File: src/rtl/crossing_pkg.sv
// Shared widths, state codes and the duration-select rule for the level-crossing sequencer.
package crossing_pkg;

  localparam int TW = 19;
  localparam int SW = 4;

  localparam logic [SW-1:0] S_IDLE   = 4'b0000;
  localparam logic [SW-1:0] S_WARN   = 4'b0001;
  localparam logic [SW-1:0] S_LOWER  = 4'b0010;
  localparam logic [SW-1:0] S_CLOSED = 4'b0011;
  localparam logic [SW-1:0] S_CLEAR  = 4'b0100;
  localparam logic [SW-1:0] S_RAISE  = 4'b0101;
  localparam logic [SW-1:0] S_FAULT  = 4'b1111;

  // Resting/occupied states run on t0; transitional and fault states run on t1.
  function automatic logic [TW-1:0] sel_duration(input logic [SW-1:0] next_state,
                                                 input logic [TW-1:0] t0,
                                                 input logic [TW-1:0] t1);
    logic [TW-1:0] dur;
    case (next_state)
      S_IDLE, S_CLOSED, S_CLEAR: dur = t0;
      default:                   dur = t1;
    endcase
    return dur;
  endfunction

endpackage

File: src/rtl/crossing_timer.sv
// Loadable down-counter with saturation at zero, stepped by a prescaled tick strobe.
module crossing_timer
  import crossing_pkg::*;
(
  input  logic          clk,
  input  logic          rst_n,
  input  logic          load,
  input  logic [TW-1:0] load_val,
  input  logic          tick_en,
  output logic [TW-1:0] count,
  output logic          zero
);

  // A load always wins over a tick on the same edge.
  always_ff @(posedge clk or negedge rst_n) begin
    if (!rst_n) begin
      count <= '0;
    end else if (load) begin
      count <= load_val;
    end else if (tick_en && (count != '0)) begin
      count <= count - 1'b1;
    end
  end

  assign zero = (count == '0);

endmodule

File: src/rtl/crossing_sequencer.sv
// Moore sequencer for a level crossing: warning, barrier lowering, occupancy, clearance, raising.
module crossing_sequencer
  import crossing_pkg::*;
(
  input  logic          clk,
  input  logic          rst_n,
  input  logic          tick_en,
  input  logic [TW-1:0] t0,
  input  logic [TW-1:0] t1,
  input  logic          sensor_in,
  input  logic          sensor_out,
  input  logic          manual_stop,
  input  logic          clear_fault,
  output logic [SW-1:0] present_state,
  output logic          light_yellow,
  output logic          light_red,
  output logic          barrier_down,
  output logic          fault,
  output logic          timer_zero
);

  logic [SW-1:0] state_q;
  logic [SW-1:0] state_d;
  logic [TW-1:0] timer_count;
  logic          timer_zero_w;
  logic          expire;
  logic          load;

  assign expire = tick_en && (timer_count == '0);
  assign load   = (state_d != state_q);

  crossing_timer u_timer (
    .clk      (clk),
    .rst_n    (rst_n),
    .load     (load),
    .load_val (sel_duration(state_d, t0, t1)),
    .tick_en  (tick_en),
    .count    (timer_count),
    .zero     (timer_zero_w)
  );

  always_ff @(posedge clk or negedge rst_n) begin
    if (!rst_n) begin
      state_q <= S_IDLE;
    end else begin
      state_q <= state_d;
    end
  end

  // manual_stop overrides every state; within a state the listed order is the priority.
  always_comb begin
    state_d = state_q;
    if (manual_stop) begin
      state_d = S_FAULT;
    end else begin
      case (state_q)
        S_IDLE:   if (sensor_in) state_d = S_WARN;
        S_WARN:   if (expire) state_d = S_LOWER;
        S_LOWER:  if (expire) state_d = S_CLOSED;
        S_CLOSED: begin
          if (sensor_out)  state_d = S_CLEAR;
          else if (expire) state_d = S_FAULT;
        end
        S_CLEAR: begin
          if (sensor_in)   state_d = S_CLOSED;
          else if (expire) state_d = S_RAISE;
        end
        S_RAISE: begin
          if (sensor_in)   state_d = S_LOWER;
          else if (expire) state_d = S_IDLE;
        end
        S_FAULT:  if (clear_fault && !sensor_in && !sensor_out) state_d = S_IDLE;
        default:  state_d = S_FAULT;
      endcase
    end
  end

  always_comb begin
    light_yellow = 1'b0;
    light_red    = 1'b0;
    barrier_down = 1'b0;
    fault        = 1'b0;
    case (state_q)
      S_WARN, S_RAISE: light_yellow = 1'b1;
      S_LOWER, S_CLOSED, S_CLEAR: begin
        light_red    = 1'b1;
        barrier_down = 1'b1;
      end
      S_FAULT: begin
        light_red    = 1'b1;
        barrier_down = 1'b1;
        fault        = 1'b1;
      end
      default: ;
    endcase
  end

  assign present_state = state_q;
  assign timer_zero    = timer_zero_w;

endmodule

File: config.mk
export PLATFORM = sky130hd
export DESIGN_NAME = crossing_sequencer
export DESIGN_NICKNAME = d
export VERILOG_FILES = /design/src/rtl/crossing_pkg.sv /design/src/rtl/crossing_timer.sv /design/src/rtl/crossing_sequencer.sv
export SDC_FILE = /design/constraint.sdc
export NUM_CORES = 1
export LEC_CHECK = 0
export ABC_AREA = 1
export CAP_MARGIN = 40
export CORE_MARGIN = 3
export CORE_UTILIZATION = 52
export DETAILED_ROUTE_END_ITERATION = 10
export PLACE_DENSITY_LB_ADDON = 0.1
export SETUP_SLACK_MARGIN = 0.2
export SLEW_MARGIN = 30
export SYNTH_ARGS = -nofsm -noshare
export SYNTH_HDL_FRONTEND = slang
export SYNTH_HIERARCHICAL = 1
export SYNTH_SLANG_ARGS = --single-unit
File: constraint.sdc
create_clock -name clk -period 2.87 [get_ports clk]
set_input_delay 0.574 -clock clk [delete_from_list [all_inputs] [get_ports clk]]
set_output_delay 0.574 -clock clk [all_outputs]
set_load 0.02 [all_outputs]
==> impl_metrics.py, run 1 <==
metrics = {
    "clocking": {
        "h-tree-depth": 1,
        "clk_pin_slew_ns": 0.09,
        "cts_root_buf": "clkbuf_8",
        "cts_made_buffers": 3,
        "postCtsHoldBufs": 0,
        "ctsLongestPathBuffers": 2,
        "clk_latency_ns": 0.27,
        "tritoncts": "done",
        "cts.sinks": 23,
    },
    "finish": {
        "n_fill_cell": 388,
        "n_antenna_cell": 0,
        "drive_gt1_share_pct": 23.0,
        "seq_area_um2": 576,
        "multiInputGateArea_um2": 1760,
        "area_growth_syn_to_layout_pct": 30.9,
        "nNetsFinal": 491,
    },
    "synth": {
        "synth_compound_area_share_pct": 4.63,
        "synth_top_family_by_area": "simple AND/OR/NAND/NOR gates",
        "syn_area_um2": 2490,
        "synth_top_cell_area_share_pct": 23.1,
        "ys_dominant_reg_cell": "dfrtp_1",
        "synth.avg_cell_area_um2": 6.51,
        "synth_top_cell_by_area": "dfrtp_1",
        "synth_xor_area_share_pct": 4.58,
        "synth_area_leaders": "dfrtp_1 (23%), nand2_1 (20%), nand3_2 (9.3%), nand3_1 (8.7%), nor2_1 (7.7%)",
        "ys_ff_latch": 23,
        "synth_cell_types": 34,
        "syn_nets": 428,
        "synth.most_common_cell": "nand2_1",
        "synth-simple-area-share_pct": 57.9,
        "async_flop_share_pct": 100,
        "synth_warnings": 6,
        "synthMuxAreaShare_pct": 0,
        "synthTopCellsByCount": "nand2_1 (132), nor2_1 (51), nand3_1 (43)",
        "yosys.area_share.adder_pct": 0.503,
        "postSynthCellCount": 382,
        "synth_edf_count": 0,
        "ys_seq_area_share_pct": 23.1,
    },
    "power": {
        "p_leak_nw": 1.53,
        "pwr_density_cell_nw_per_um2": 953,
        "max-vdd-ir-drop_v": 0.000642,
    },
    "timing": {
        "fmax_mhz": 398,
        "setup_viol": 0,
        "relSlewSlack_pct": 75.0,
        "whs_ns": 0.587,
        "hold_viol": 0,
        "post-route-min-period_ns": 2.51,
        "final.setup.tns_ns": 0,
        "min_period_over_period_pct": 87.4,
        "drv_slew": 0,
        "rsz0062_at_grt": "false",
        "skew_ns": 0.00535,
        "tightest_slew_ns": 0.374,
    },
    "critical_path": {
        "regToRegStartpoint": "u_timer/count[7]",
        "crit_fanout": 7,
        "arrival_ns": 2.72,
        "required_ns": 3.08,
        "worstSetupStartpointType": "primary input",
        "timing.reg2reg.setup_slack_ns": 0.44,
        "criticalPathCategory": "in -> reg",
        "end_kind": "flop",
        "crit_start": "sensor_in",
    },
    "floorplanning": {
        "core_um2": 4470,
        "die_w_um": 75.2,
        "num_rows": 24,
        "dieArea_um2": 5650,
        "io_pins": 54,
        "die_y_um": 75.2,
        "start_util_pct": 55.6,
    },
    "global_routing": {
        "first_global_vias": 2474,
        "grtUsageTotal_pct": 24.9,
        "grt_overflow": 0,
        "antenna_found_initial": 0,
        "grt_pass1_wl_mm": 10.9,
        "grt_max_degree": 24,
    },
    "drt": {
        "via_per_inst": 5.39,
        "drc": 0,
        "vias": 2673,
        "first_iter_violations": 249,
        "post_drt_wl_per_cell_um": 14.1,
        "postRouteAntennaNets": 0,
        "wl_mm": 6.99,
        "first_pass_iters": 4,
    },
    "placement": {
        "gp_congestion": 0.932,
        "numPortBuffers": 53,
        "place_hpwl_mm": 5.39,
    },
    "job": {
        "maxCapViolCount": 0,
    },
    "min_path": {
        "min_from": "u_timer/count[1]",
        "hold_path_class": "reg -> reg",
    },
    "run_status": {
        "status": "complete, no violations",
    },
}
[what timing repair did]
item                                    CTS  global route
buffers inserted                          0             1
pin swaps                                 0            10
endpoints found under the setup margin    1            20
cloned                                    0             1
resized for setup                         1            26
[worst paths after layout]
check,to,depth (start not counted)
max,u_timer/count[13],14
min,u_timer/count[1],2
max reg2reg,u_timer/count[13],15
min reg2reg,u_timer/count[1],2
max in group asynchronous,u_timer/count[8],2
min in group asynchronous,u_timer/count[12],2
[state kept, by name, indices dropped and copies added (netlist names)]
signal	cells
present_state	4
u_timer/count	19
[per-stage QoR]
| stage | setup WS, ns | cells | power [W] | utilization [%] | cell area, um2 |
|---|---|---|---|---|---|
| final | 0.361 | 496 | 0.00310 | 72.8 | 3260 |
| after global routing | 0.201 | 496 | 0.00338 | 72.8 | 3260 |
| after CTS | 0.240 | 494 | 0.00294 | 70.1 | 3140 |
| after detailed placement | 0.0456 | 490 | 0.00272 | 69.1 | 3090 |
| after global placement | 0.0811 | 490 | 0.00267 | 69.1 | 3090 |
| after floorplan | 0.372 | 382 | 0.00218 | - | 2490 |
[cell families after synthesis]
| family | count (synthesis) |
|---|---|
| AO/OA/AOI/OAI | 15 |
| XOR/XNOR | 13 |
| adder cells (fa/ha/maj) | 1 |
| buffers and inverters | 42 |
| flip-flops | 23 |
| AND/OR/NAND/NOR | 288 |
[worst max-delay path: stages]
cell	delay, ns
clkdlybuf4s50_1	0.42
buf_4	0.15
nor3_1	0.31
buf_4	0.19
o22ai_4	0.08
nand3_1	0.09
o21ai_0	0.10
a21oi_2	0.14
nand2_2	0.10
buf_6	0.14
nor2_4	0.14
clkbuf_16	0.19
nand2_2	0.05
nand3_2	0.05
[final cells by class]
cell class / instances / share of cell area (%)
multi-input cells: 317 / 53.9
repair buffers: 70 / 21.4
flip-flops and latches: 23 / 17.7
inverters: 30 / 3.57
well taps: 52 / 2.00
clock buffers: 3 / 1.27
clock inverters: 1 / 0.154
[power breakdown]
group          leakage (nW)  switching (W)  internal [W]  total (W)
clock                0.0255       0.000112     0.0000971   0.000209
combinational          1.23        0.00128      0.000867    0.00215
sequential            0.269       0.000264      0.000483   0.000747
[placed cells by master, fill, tap and decap left out, drive strengths merged, types with 3 or more instances in the layout]
| master | netlist | final |
|---|---|---|
| nor2 | 60 | 60 |
| clkinv | 2 | 3 |
| buf | 8 | 16 |
| nand3 | 67 | 67 |
| nand2 | 154 | 154 |
| inv | 28 | 28 |
| clkbuf | 4 | 5 |
| dfrtp | 23 | 23 |
| clkdlybuf4s50 | 0 | 51 |
| xor2 | 11 | 11 |
| a21oi | 6 | 6 |
| o21ai | 6 | 6 |
[routing by layer]
metal	wire length (um)	track usage (%)	share of wire, %	vias up
li1	-	-	-	1327
met4	109	6.41	1.6	0
met5	0	0	0	-
met1	3010	32.4	43	1230
met3	511	3.60	7.3	8
met2	3360	43.2	48	108
(Power assumes the default switching activity.)
==> run 2: changes to the inputs <==
- CELL_PAD_IN_SITES_DETAIL_PLACEMENT: not set -> 0
- CELL_PAD_IN_SITES_GLOBAL_PLACEMENT: not set -> 1
- CORE_MARGIN: 3 -> not set
- CORE_UTILIZATION: 52 -> 36
- MAX_ROUTING_LAYER: not set -> met4
==> run 2 against run 1 <==
  * Via count fell by 4.5%
  * Global-route usage is 4.6 points lower
  * Maximum frequency decreased by 1.4%
  * Combinational power is 2% lower
  * Die area rose by 28%
  * Final cell count grew 4.6%
  * Clock skew about the same
  * Routed wire length grew 0.24%
  * Sequential power decreased by 1%
  * Core utilization down 23 points
==> impl_metrics.py, run 2 (synthesis gave the netlist of run 1 again) <==
metrics = {
    "run_status": {
        "status": "complete, no violations",
    },
    "placement": {
        "dp_slack_ns": 0.00274,
        "numPortBuffers": 53,
        "place_hpwl_mm": 5.41,
        "gp_congestion": 0.868,
        "placed_area_um2": 3140,
    },
    "finish": {
        "area_growth_syn_to_layout_pct": 30.9,
        "nNetsFinal": 489,
        "drive_gt1_share_pct": 20.6,
        "design_area_um2": 3260,
        "n_antenna_cell": 0,
        "mostFrequentLayoutCell": "nand2_1",
        "largest_reg_flops": 19,
        "layout_common_cells": "nand2_1 (132), clkdlybuf4s50_1 (51), nor2_1 (50)",
        "top_register": "u_timer/count",
        "n_fill_cell": 691,
    },
    "drt": {
        "vias": 2553,
        "post_drt_wl_per_cell_um": 13.5,
        "postRouteAntennaNets": 0,
        "first_iter_violations": 102,
        "wl_mm": 7.01,
        "first_pass_iters": 5,
        "drc": 0,
        "via_per_inst": 4.92,
    },
    "global_routing": {
        "grt_pass1_wl_mm": 11.3,
        "antenna_found_initial": 0,
        "grt_max_degree": 24,
        "first_global_vias": 2397,
        "grtUsageTotal_pct": 20.3,
        "grt_overflow": 0,
    },
    "clocking": {
        "h-tree-depth": 1,
        "tritoncts": "done",
        "ctsLongestPathBuffers": 2,
        "clk_latency_ns": 0.27,
        "clk_pin_slew_ns": 0.09,
        "cts.sinks": 23,
        "cts_made_buffers": 3,
        "cts_root_buf": "clkbuf_8",
    },
    "min_path": {
        "hold_path_class": "reg -> reg",
    },
    "timing": {
        "setup_viol": 0,
        "tightest_slew_ns": 0.413,
        "rsz0062_at_grt": "false",
        "skew_ns": 0.00509,
        "fmax_mhz": 393,
        "postLayoutSetupSlackWorst_ns": 0.325,
        "min_period_over_period_pct": 88.7,
        "final.setup.tns_ns": 0,
        "drv_slew": 0,
        "post-route-min-period_ns": 2.55,
        "relSlewSlack_pct": 72.4,
        "hold_viol": 0,
    },
    "floorplanning": {
        "die_y_um": 85.1,
        "io_pins": 54,
        "core_um2": 6490,
        "start_util_pct": 38.3,
        "dieArea_um2": 7250,
        "num_rows": 29,
        "die_w_um": 85.1,
    },
    "power": {
        "max-vdd-ir-drop_v": 0.000522,
        "p_leak_nw": 1.53,
        "pwr_density_cell_nw_per_um2": 938,
    },
    "critical_path": {
        "critPathSlowestCell": "dfrtp_1",
        "criticalPathCategory": "reg -> out",
        "arrival_ns": 1.97,
        "cp_cell_sequence": "inv_2 > ha_1 > nand2_2 > nor2_4 > nand2_1 > nor3b_1 > clkdlybuf4s15_1",
        "crit_fanout": 7,
        "end_kind": "output pin",
        "worstSetupStartpointType": "flop",
        "critPathTopFamily": "simple AND/OR/NAND/NOR gates",
        "cp.buffers_inverters": 2,
        "cpPeakStageDelay_ns": 0.42,
        "required_ns": 2.30,
    },
    "job": {
        "maxCapViolCount": 0,
    },
}
[run 2: cell types whose count changed in the layout (fill, tap and decap cells not counted), moves of 2 or more]
cell and delta:
buf_4 -2, a21oi_2 -3, buf_6 -2, buf_12 +2, nand2_2 -4, a21oi_1 +2
nand2_1 +4, nand2_8 -2, nand2_4 +2
[run 2: what timing repair did]
action / CTS / global route
pin swaps: 0 / 4
hold buffers: 0 / 0
gates resized for setup: 1 / 11
gates cloned: 0 / 1
buffers inserted: 0 / 0
endpoints found under the setup margin: 1 / 20
[run 2: layout make-up]
class / count / area [um2] / share of cell area [%]
clock buffer: 3 / 41.3 / 1.27
multi-input combinational: 317 / 1720 / 52.8
inverter: 30 / 114 / 3.50
timing repair buffer: 68 / 704 / 21.6
clock inverter: 1 / 5.00 / 0.154
sequential: 23 / 576 / 17.7
tap: 77 / 96.3 / 2.96
[run 2: per-stage QoR]
stage,instances,util [%],hold WS [ns],power (W)
after detailed placement,514,48.4,0.578,0.00279
after floorplan,382,-,0.278,0.00218
final,519,50.1,0.593,0.00305
after global placement,514,48.4,0.567,0.00278
after global routing,519,50.1,0.630,0.00334
after CTS,518,49.1,0.592,0.00301
[run 2: worst paths after layout]
path	to	startpoint	depth (start not counted)	slack (ns)
worst max-delay path	timer_zero	u_timer/count[0]	7	0.32
worst min-delay path	u_timer/count[1]	u_timer/count[1]	2	0.59
worst max register to register	u_timer/count[0]	u_timer/count[5]	15	0.40
worst min register to register	u_timer/count[1]	u_timer/count[1]	2	0.59
max in group asynchronous	u_timer/count[8]	rst_n	2	1.95
min in group asynchronous	present_state[3]	rst_n	2	0.67
[run 2: per-layer routing]
layer	share of wire [%]	up-vias	global-route usage (%)
li1	-	1332	-
met1	48	1145	26.0
met2	46	70	34.2
met3	3.9	6	2.72
met4	1.6	0	4.31
met5	0	-	-
[run 2: power by group]
| part | total (W) | switching [W] | internal [W] |
|---|---|---|---|
| clock | 0.000207 | 0.000110 | 0.0000970 |
| combinational | 0.00211 | 0.00124 | 0.000867 |
| sequential | 0.000739 | 0.000256 | 0.000483 |
[run 2: worst min-delay path: cells and delay by family, from the launching register on]
family                 cells  cell delay [ns]
AO/OA/AOI/OAI              1             0.07
flip-flops                 1             0.41
buffers and inverters      1             0.08
